`config.mk`:
```
export PLATFORM = sky130hd
export DESIGN_NAME = seq_detect_param
export DESIGN_NICKNAME = d
export VERILOG_FILES = /design/src/rtl/seq_detect_param_pkg.sv /design/src/rtl/seq_detect_param_sat_counter.sv /design/src/rtl/seq_detect_param.sv
export SDC_FILE = /design/constraint.sdc
export NUM_CORES = 1
export LEC_CHECK = 0
export CAP_MARGIN = 20
export CORE_UTILIZATION = 25
export CTS_CLUSTER_SIZE = 12
export DETAILED_ROUTE_END_ITERATION = 6
export GPL_ROUTABILITY_DRIVEN = 0
export GPL_TIMING_DRIVEN = 0
export PLACE_DENSITY_LB_ADDON = 0.15
export SETUP_SLACK_MARGIN = 0.4
export SYNTH_ARGS = -nofsm -noshare
export SYNTH_HDL_FRONTEND = slang
export SYNTH_SLANG_ARGS = --single-unit
```
`constraint.sdc`:
```
create_clock -name clk -period 3.6 [get_ports clk]
set_input_delay 1.08 -clock clk [delete_from_list [all_inputs] [get_ports clk]]
set_output_delay 1.08 -clock clk [all_outputs]
set_load 0.1 [all_outputs]
```
`src/rtl/seq_detect_param_pkg.sv`:
```
// ---------------------------------------------------------------------------
// seq_detect_param_pkg
// Shared definitions for the parametrised serial pattern detector:
//   - fill_state_e    : two-state encoding of the history fill level
//   - RST_PAT_DEFAULT : default pattern loaded at reset
//   - legal ranges for PAT_W / CNT_W, used by elaboration-time checks
// ---------------------------------------------------------------------------
package seq_detect_param_pkg;

    // FILL  : fewer than PAT_W-1 valid history bits, no match possible
    // ARMED : history is full, the next valid bit can complete a match
    typedef enum logic {
        FILL  = 1'b0,
        ARMED = 1'b1
    } fill_state_e;

    localparam int PAT_W_MIN = 2;
    localparam int PAT_W_MAX = 32;
    localparam int CNT_W_MIN = 1;

    localparam logic [2:0] RST_PAT_DEFAULT = 3'b101;

    // True when a pattern width is within the supported range.
    function automatic bit pat_w_legal(input int w);
        return (w >= PAT_W_MIN) && (w <= PAT_W_MAX);
    endfunction

    // True when a counter width is within the supported range.
    function automatic bit cnt_w_legal(input int w);
        return (w >= CNT_W_MIN);
    endfunction

endpackage

```
`src/rtl/seq_detect_param_sat_counter.sv`:
```
// ---------------------------------------------------------------------------
// sat_counter
// Reusable saturating up-counter.
// Ports:
//   clk   : clock, rising edge
//   rst_n : asynchronous active-low reset (count -> 0)
//   inc   : increment request; ignored once the counter holds all-ones
//   clr   : synchronous clear; wins over a same-cycle increment
//   count : registered count value
// ---------------------------------------------------------------------------
module sat_counter #(
    parameter int W = 8
) (
    input  logic         clk,
    input  logic         rst_n,
    input  logic         inc,
    input  logic         clr,
    output logic [W-1:0] count
);

    localparam logic [W-1:0] CNT_MAX = {W{1'b1}};

    logic [W-1:0] count_r;

    // Count register: clear has priority, increment stops at all-ones.
    always_ff @(posedge clk or negedge rst_n) begin
        if (!rst_n) begin
            count_r <= {W{1'b0}};
        end else if (clr) begin
            count_r <= {W{1'b0}};
        end else if (inc && (count_r != CNT_MAX)) begin
            count_r <= count_r + W'(1);
        end else begin
            count_r <= count_r;
        end
    end

    assign count = count_r;

endmodule

```
`src/rtl/seq_detect_param.sv`:
```
// ---------------------------------------------------------------------------
// seq_detect_param
// Serial pattern detector with a runtime-loadable PAT_W-bit pattern, a
// same-cycle (Mealy) match flag, overlapping / non-overlapping modes and a
// saturating match counter.
// Ports:
//   clk         : clock, rising edge
//   rst_n       : asynchronous active-low reset
//   i           : serial data bit
//   in_valid    : qualifies i; when low, history and fill level are frozen
//   pat_in      : new pattern, pat_in[PAT_W-1] is the first-received bit
//   load        : latch pat_in, flush history, discard same-cycle bit
//   overlap     : 1 = overlapping detection, 0 = non-overlapping
//   cnt_clr     : synchronous clear of match_count
//   o           : combinational match flag
//   match_count : registered saturating number of matches
//   armed       : registered, history holds PAT_W-1 valid bits
// ---------------------------------------------------------------------------
module seq_detect_param
    import seq_detect_param_pkg::*;
#(
    parameter int               PAT_W   = 3,
    parameter int               CNT_W   = 8,
    parameter logic [PAT_W-1:0] RST_PAT = PAT_W'(RST_PAT_DEFAULT)
) (
    input  logic             clk,
    input  logic             rst_n,
    input  logic             i,
    input  logic             in_valid,
    input  logic [PAT_W-1:0] pat_in,
    input  logic             load,
    input  logic             overlap,
    input  logic             cnt_clr,
    output logic             o,
    output logic [CNT_W-1:0] match_count,
    output logic             armed
);

    // Parameter range checks at elaboration.
    if (!pat_w_legal(PAT_W)) begin : g_bad_pat_w
        $error("seq_detect_param: PAT_W=%0d outside %0d..%0d", PAT_W, PAT_W_MIN, PAT_W_MAX);
    end
    if (!cnt_w_legal(CNT_W)) begin : g_bad_cnt_w
        $error("seq_detect_param: CNT_W=%0d below %0d", CNT_W, CNT_W_MIN);
    end

    // fill ranges over 0..PAT_W-1, which always fits in clog2(PAT_W) bits
    localparam int               FILL_W   = (PAT_W > 2) ? $clog2(PAT_W) : 1;
    localparam logic [FILL_W-1:0] FILL_MAX = FILL_W'(PAT_W - 1);

    logic [PAT_W-2:0]  hist_r;
    logic [PAT_W-2:0]  hist_nxt_s;
    logic [FILL_W-1:0] fill_r;
    logic [FILL_W-1:0] fill_nxt_s;
    logic [PAT_W-1:0]  pat_r;
    logic [PAT_W-1:0]  pat_nxt_s;
    fill_state_e       state_r;
    fill_state_e       state_nxt_s;

    logic [PAT_W-1:0]  window_s;
    logic              match_s;

    // The candidate window is the stored history with the current bit appended
    // as the newest (least significant) position.
    assign window_s = {hist_r, i};

    // Mealy match; load suppresses it because the bit is being discarded.
    assign match_s = in_valid & (state_r == ARMED) & (window_s == pat_r) & ~load;

    // State register: history, fill level, pattern and fill-state.
    always_ff @(posedge clk or negedge rst_n) begin
        if (!rst_n) begin
            hist_r  <= {(PAT_W-1){1'b0}};
            fill_r  <= {FILL_W{1'b0}};
            pat_r   <= RST_PAT;
            state_r <= FILL;
        end else begin
            hist_r  <= hist_nxt_s;
            fill_r  <= fill_nxt_s;
            pat_r   <= pat_nxt_s;
            state_r <= state_nxt_s;
        end
    end

    // Next-state logic: load flush, qualified shift, non-overlap restart.
    always_comb begin
        hist_nxt_s  = hist_r;
        fill_nxt_s  = fill_r;
        pat_nxt_s   = pat_r;
        state_nxt_s = state_r;

        if (load) begin
            pat_nxt_s  = pat_in;
            hist_nxt_s = {(PAT_W-1){1'b0}};
            fill_nxt_s = {FILL_W{1'b0}};
        end else if (in_valid) begin
            // Dropping the oldest bit of the window keeps the newest PAT_W-1.
            hist_nxt_s = window_s[PAT_W-2:0];
            if (match_s && !overlap) begin
                // Non-overlapping: the next match needs PAT_W fresh bits.
                fill_nxt_s = {FILL_W{1'b0}};
            end else if (fill_r != FILL_MAX) begin
                fill_nxt_s = fill_r + FILL_W'(1);
            end else begin
                fill_nxt_s = fill_r;
            end
        end else begin
            // Gap in the stream: everything holds.
            hist_nxt_s = hist_r;
        end

        case (fill_nxt_s == FILL_MAX)
            1'b1:    state_nxt_s = ARMED;
            1'b0:    state_nxt_s = FILL;
            default: state_nxt_s = FILL;
        endcase
    end

    sat_counter #(
        .W (CNT_W)
    ) u_match_cnt (
        .clk   (clk),
        .rst_n (rst_n),
        .inc   (match_s),
        .clr   (cnt_clr),
        .count (match_count)
    );

    assign o     = match_s;
    assign armed = (state_r == ARMED);

endmodule

```
* Word level (Yosys, flattened, before mapping)
Index checks and enable logic that the tools add are counted.
** Cells by class
- $add $sub $neg :: 2
- Equality and inequality tests :: 4
- Muxes and demuxes :: 9
- Bitwise logic cells :: 5
- Reductions and logical operators :: 5
** Operators by type and width (count)
- $mux W8 :: 2
- $mux W2 :: 6
- $add A8 B1 Y8 const B :: 1
- $ne A8 B8 Y1 const B :: 1
- $reduce_bool A2 Y1 :: 2
- $and A1 B1 Y1 :: 3
- $eq A3 B3 Y1 :: 1
- $add A2 B1 Y2 const B :: 1
- $eq A2 B2 Y1 const B :: 1
- $logic_and A1 B1 Y1 :: 2
- $ne A2 B2 Y1 const B :: 1
- $not A1 Y1 :: 2
- $pmux W1 S2 :: 1
- $logic_not A1 Y1 :: 1
** Word-level totals
- Flip-flop bits (word level) :: 16
- Output and inout port bits :: 10
- Word-level logic and storage cells :: 30

* Depth between registers and ports, before layout
Gate-level depths: netlist of run 1.
- Depth in word-level cells :: 10
- Mapped depth :: 7
- Mapped depth without buffers :: 6

* Cells and area by module
From an unflattened synthesis of run 1, not the netlist that was laid out.
** Unflattened totals
- Cells, all modules :: 84
- Area total of the unflattened synthesis :: 852.1 sq um
** Modules (own cells, without submodules)
- sat_counter :: instances 1, cells each 49, area each 464.2 sq um, sequential area each 200.2 sq um
- seq_detect_param :: instances 1, cells each 35, area each 387.9 sq um, sequential area each 202.7 sq um

* Worst setup path before layout of run 1
OpenSTA, ideal clock, no wires.
- Path kind :: input -> output
- From :: input port load
- To :: output port o
- Arrival time :: 2366 ps
- Data required time :: 2520 ps
- Slack :: 154 ps
- Stages on the path :: 5
- Buffers on the path :: 2
- Cells stage by stage :: buf_6 -> and3b_2 -> nand4_4 -> buf_4 -> inv_1
** Between the ends
- Cells in the longest elaborated chain, start to end :: 2
** Ends and longest elaborated chain
- from (decl) :: RTL line seq_detect_param.sv:31 : input logic load,
- $not A1 Y1 :: RTL line seq_detect_param.sv:68 : assign match_s = in_valid & (state_r == ARMED) & (window_s == pat_r) & ~load;
- $and A1 B1 Y1 :: RTL line seq_detect_param.sv:68
- to (decl) :: RTL line seq_detect_param.sv:34 : output logic o,
No other way between the ends.

* Final worst setup path of run 1
- From :: input port i
- To :: output port o
** Between the ends
- Cells in the longest elaborated chain, start to end :: 3
** Ends and longest elaborated chain
- from (decl) :: RTL line seq_detect_param.sv:28 : input logic i,
- $eq A3 B3 Y1 :: RTL line seq_detect_param.sv:68
- $and A1 B1 Y1 (2 in series) :: RTL line seq_detect_param.sv:68
No other way between the ends.

==> results of run 1 <==
==> sequential cells by signal, indices dropped and copies added (netlist names) <==
name / count
armed: 1
u_match_cnt.count: 8
fill_r: 2
hist_r: 2
pat_r: 3
==> cells by family (layout without fill, tap and decap cells) <==
group	after synthesis	in the layout	synth area share
adder cells (fa/ha/maj)	2	2	0.0286
buffers and inverters	10	33	0.0602
flip-flops	16	16	0.461
multiplexers	7	7	0.0860
XOR/XNOR	3	3	0.0301
AO/OA/AOI/OAI	15	15	0.109
AND/OR/NAND/NOR	33	33	0.225
==> critical path, cell delays in order <==
cell	delay, ns
dlygate4sd2_1	0.27
xnor2_2	0.19
nand4_4	0.13
buf_6	0.15
clkinvlp_4	0.08
buf_12	0.17
==> layer usage <==
layer,wire length (um),global-route usage,share of wire
met1,919,0.151,0.50
met2,793,0.179,0.43
met3,108,0.0420,0.059
met4,19,0.0390,0.010
met5,0,0,0
==> path summary, 6_finish.rpt <==
kind                                         to                 start  cells past startpoint  slack [ns]
setup / recovery                              o                     i                      6        0.45
hold / removal                         pat_r[1]              pat_r[1]                      1        0.55
setup reg to reg           u_match_cnt.count[7]  u_match_cnt.count[0]                      6        1.75
hold reg to reg                        pat_r[1]              pat_r[1]                      1        0.55
max in group asynchronous             fill_r[0]                 rst_n                      1        1.90
min in group asynchronous  u_match_cnt.count[5]                 rst_n                      1        1.22
==> cell type report <==
class,count,area [um^2]
inverters,5,22.5
plain buffers,5,37.5
multi-input cells,60,425
well taps,46,57.6
flip-flops and latches,16,403
repair buffers,19,191
clock buffers,4,36.3
fillers,346,2160
==> per-stage QoR <==
| step | setup TNS [ns] | cell area, um^2 | worst slack, ns | utilization | instances |
|---|---|---|---|---|---|
| floorplan | 0 | 881 | 0.411 | - | 86 |
| global placement | -0.828 | 1100 | -0.828 | 0.329 | 148 |
| detailed placement | -0.831 | 1100 | -0.831 | 0.329 | 148 |
| CTS | 0 | 1170 | 0.405 | 0.352 | 155 |
| global route | 0 | 1170 | 0.403 | 0.352 | 155 |
| finish | 0 | 1170 | 0.445 | 0.352 | 155 |
==> power breakdown <==
group	switching (mW)	leakage, nW	internal, mW	total, mW
registers	0.00529	0.211	0.192	0.197
logic	0.0449	0.217	0.0322	0.0771
clock network	0.0585	0.0210	0.0615	0.120
total	0.109	0.449	0.286	0.394
==> Yosys cell counts <==
cell / count / share of area
a211oi_1: 1 / 0.0086
a21oi_1: 5 / 0.029
and3b_2: 1 / 0.011
buf_1: 1 / 0.0043
buf_4: 2 / 0.017
buf_6: 1 / 0.013
clkbuf_1: 1 / 0.0043
dfrtp_1: 14 / 0.40
dfstp_2: 2 / 0.060
ha_1: 2 / 0.029
inv_1: 5 / 0.021
mux2_2: 4 / 0.052
mux2i_1: 3 / 0.034
nand2_1: 5 / 0.021
nand2b_1: 2 / 0.014
nand3_1: 6 / 0.034
nand4_1: 1 / 0.0072
nand4_4: 1 / 0.024
nor2_1: 6 / 0.026
nor2b_1: 3 / 0.021
nor4_1: 1 / 0.0072
nor4b_1: 1 / 0.010
o21a_1: 2 / 0.017
o21ai_0: 1 / 0.0057
o22ai_1: 2 / 0.014
o31ai_1: 4 / 0.034
or2_2: 1 / 0.0072
or3_1: 2 / 0.014
or4_1: 3 / 0.026
xnor2_1: 3 / 0.030
==> timing repair <==
| item | 4_1_cts | 5_1_grt |
|---|---|---|
| pin swaps | 2 | 1 |
| setup buffers | 3 | 0 |
| setup endpoints to repair | 1 | 1 |
| resized for setup | 11 | 0 |
==> run summary, run 1 <==
Setup Viol. Count Final: 0
Netlist cell types: 30
Endpoints failing hold: 0
Share of cells above drive strength 1: 0.202
Antenna Cells: 0
Register bit total from synthesis: 16
Initial DRC count: 17
Die area: 0.00373 mm^2
Initial antenna violation count: 0
Setup crit end kind: output pin
H-tree Lvls: 1
CTS tree: built
Root buf cell: clkbuf_4
Cell Pwr Density: 336 mW/mm^2
Max cap viols: 0
Syn nets: 98
I/O pin total: 20
Leak: 0.449 nW
Vias: 681
Router iterations before antenna repair: 4
Clock Skew: 0.0127 ns
Slew HR: 0.345
Worst skew pair latency: 0.29 ns
DRC Markers: 0
Total global-route track usage: 0.116
Clk sinks: 16
Final wirelength: 1840 um
Clock Tree Buf Depth: 2
Critical path fanouts, max: 2
Required @ worst endpoint: 2.52 ns
Syn avg cell area: 10.2 um^2
Final worst-path cycle share: 0.876
Routed Antenna Nets: 0
Slew Limit Fails: 0
Post-synthesis sequential area ratio: 0.461
Die X: 61.1 um
Die H: 61.1 um
VDD IR max: 0.151 mV
Number of global-route vias before repair: 674
Standard-cell row count: 21
Yosys warnings: 0
Hold Crit Class: register to register
Status: completed
Largest net degree at the start of global routing: 17
Commonest non-fill, non-tap cells in the layout: dfrtp_1 (14), clkdlybuf4s50_1 (14), nand3_1 (6), nor2_1 (6)
Grt ovf: 0
Fmax: 317 MHz
Area delta synth->final: 34.4%
CTS Buf Count: 3
Wire per inst: 11.9 um
Power after layout: 0.394 mW
Final net count: 122
Vias per cell: 4.39
Syn Std Cell Area: 873 um^2
First-pass GRT wire length: 3080 um
Final HPWL DP: 1280 um
Crit path DAT: 2.07 ns
Initial Util: 0.262
Cts hold-fix bufs: 0
Buffers on Ports: 16
Startpoint Class: input pin
RSZ-0062 raised after global routing: false
Final min period: 3.15 ns
Slew @ Worst Pin: 0.979 ns
Crit Path Class: input pin to output pin
Post-Syn Instances: 86
Clk pin slew, worst setup/hold paths: 0.09 ns
Placeable Area: 0.00334 mm^2
WHS: 0.552 ns
No activity file was read; power rests on OpenSTA's default activity.
==> run 2: changes to the inputs <==
--- a/config.mk
+++ b/config.mk
@@ -14,4 +14,5 @@
 export PLACE_DENSITY_LB_ADDON = 0.15
 export SETUP_SLACK_MARGIN = 0.4
+export SLEW_MARGIN = 20
 export SYNTH_ARGS = -nofsm -noshare
 export SYNTH_HDL_FRONTEND = slang
==> constraint.sdc (replaced) <==
create_clock -name clk -period 3.6 [get_ports clk]
set_input_delay 1.08 -clock clk [delete_from_list [all_inputs] [get_ports clk]]
set_output_delay 1.08 -clock clk [all_outputs]
set_load 0.02 [all_outputs]
==> run summary, run 2 (synthesis gave the netlist of run 1 again) <==
Status: completed
Setup Viol. Count Final: 0
Register area: 403 um^2
# fillers: 366
Post-route cell area: 0.00117 mm^2
Cell Pwr Density: 325 mW/mm^2
Endpoints failing hold: 0
Reg-to-reg setup timing slack: 1.65 ns
Number of global-route vias before repair: 697
Die H: 61.1 um
CTS Buf Count: 3
Min-delay src: pat_r[1]
Hold path endpoint: pat_r[1]
Crit path DAT: 2.06 ns
Initial DRC count: 22
Placeable Area: 0.00334 mm^2
Multi-input gate area in the final layout: 425 um^2
WL met2: 931 um
Hold Crit Class: register to register
Crit Path Class: input pin to output pin
Router iterations before antenna repair: 4
Setup TNS: 0 ns
Clock Tree Buf Depth: 2
Max reg flops: 8
Worst r2r dst: u_match_cnt.count[7]
Buffers on Ports: 16
Clock Skew: 0.00418 ns
Post-Route M1 WL: 841 um
Internal power: 0.286 mW
RR Startpoint: pat_r[2]
Setup crit end kind: output pin
Reg2reg path depth: 6
Final wirelength: 1920 um
I/O pin total: 20
Area delta synth->final: 33.8%
Combinational share of power: 0.166
Top Layer Used: met4
Final net count: 123
Max cap viols: 0
Clock power frac: 0.314
Wire per inst: 12.3 um
VDD IR max: 0.0881 mV
Vias per cell: 4.65
Register share of total power: 0.520
Antenna Cells: 0
Net Switching: 0.0938 mW
Hold depth: 1
Final HPWL DP: 1350 um
Slew Limit Fails: 0
Fmax: 319 MHz
Die X: 61.1 um
Grt ovf: 0
DRC Markers: 0
Slew HR: 0.509
Placed Area: 0.00109 mm^2
H-tree Lvls: 1
First-pass GRT wire length: 3020 um
Final worst-path cycle share: 0.872
Startpoint Class: input pin
RSZ-0062 raised after global routing: false
Worst skew pair latency: 0.29 ns
Leak: 0.457 nW
Initial antenna violation count: 0
Share of cells above drive strength 1: 0.209
Vias: 725
Largest net degree at the start of global routing: 17
Clk pin slew, worst setup/hold paths: 0.10 ns
Root buf cell: clkbuf_4
Initial Util: 0.262
Die area: 0.00373 mm^2
Required @ worst endpoint: 2.52 ns
Clk sinks: 16
Final min period: 3.14 ns
Slew @ Worst Pin: 0.734 ns
CTS tree: built
Commonest non-fill, non-tap cells in the layout: dfrtp_1 (14), clkdlybuf4s50_1 (14), nand3_1 (6), nor2_1 (6)
Met3 wire len: 110 um
Sw Ratio: 0.247
Standard-cell row count: 21
Critical path fanouts, max: 4
Total global-route track usage: 0.115
Routed Antenna Nets: 0
[run 2: cell count changes in the layout (fill, tap and decap cells not counted), sizes merged]
cell | previous run | this run
buf | 8 | 9
inv | 4 | 5
clkinvlp | 1 | 0
[run 2: cell type report]
type                       instances  area share
tap                               46      0.0493
timing repair buffer              20       0.163
buffer                             5      0.0321
clock buffer                       4      0.0310
sequential                        16       0.345
multi-input combinational         60       0.364
inverter                           5      0.0161
[run 2: worst max-delay path by stage]
stage / startpoint / end / slack (ns) / cells past startpoint
2_1_floorplan: load / o / 0.61 / 5
3_3_place_gp: i / o / -0.37 / 6
3_5_place_dp: i / o / -0.37 / 6
4_1_cts: i / o / 0.43 / 6
5_1_grt: i / o / 0.40 / 6
6_report: i / o / 0.46 / 6
[run 2: routing by layer]
layer	vias to the layer above	track usage
met4	0	0.0584
met2	23	0.199
met1	347	0.130
met3	5	0.0294
met5	-	0
li1	350	-
[run 2: power by group through the flow]
stage | registers [mW] | logic, mW | clock network, mW
6_report | 0.197 | 0.0629 | 0.119
5_1_grt | 0.199 | 0.0706 | 0.136
4_1_cts | 0.198 | 0.0635 | 0.127
3_5_place_dp | 0.201 | 0.0624 | 0
3_3_place_gp | 0.201 | 0.0614 | 0
2_1_floorplan | 0.202 | 0.0383 | 0
[run 2: through the flow]
stage / setup WS, ns / instances / util / hold slack, ns / power, mW
floorplan: 0.607 / 86 / - / 0.502 / 0.241
global placement: -0.367 / 148 / 0.327 / 0.527 / 0.262
detailed placement: -0.368 / 148 / 0.327 / 0.533 / 0.263
CTS: 0.426 / 152 / 0.340 / 0.558 / 0.389
global route: 0.403 / 156 / 0.350 / 0.583 / 0.405
finish: 0.462 / 156 / 0.350 / 0.551 / 0.380
[run 2: what timing repair did]
action,CTS,global route
setup buffers,0,4
pin swaps,0,2
endpoints found under the setup margin,1,1
gates cloned,0,0
hold buffers,0,0
gates resized for setup,9,1
[run 2: critical path, stage by stage]
cell,delay [ns]
dlygate4sd2_1,0.28
xnor2_2,0.21
nand4_4,0.14
buf_6,0.16
inv_2,0.08
buf_6,0.12
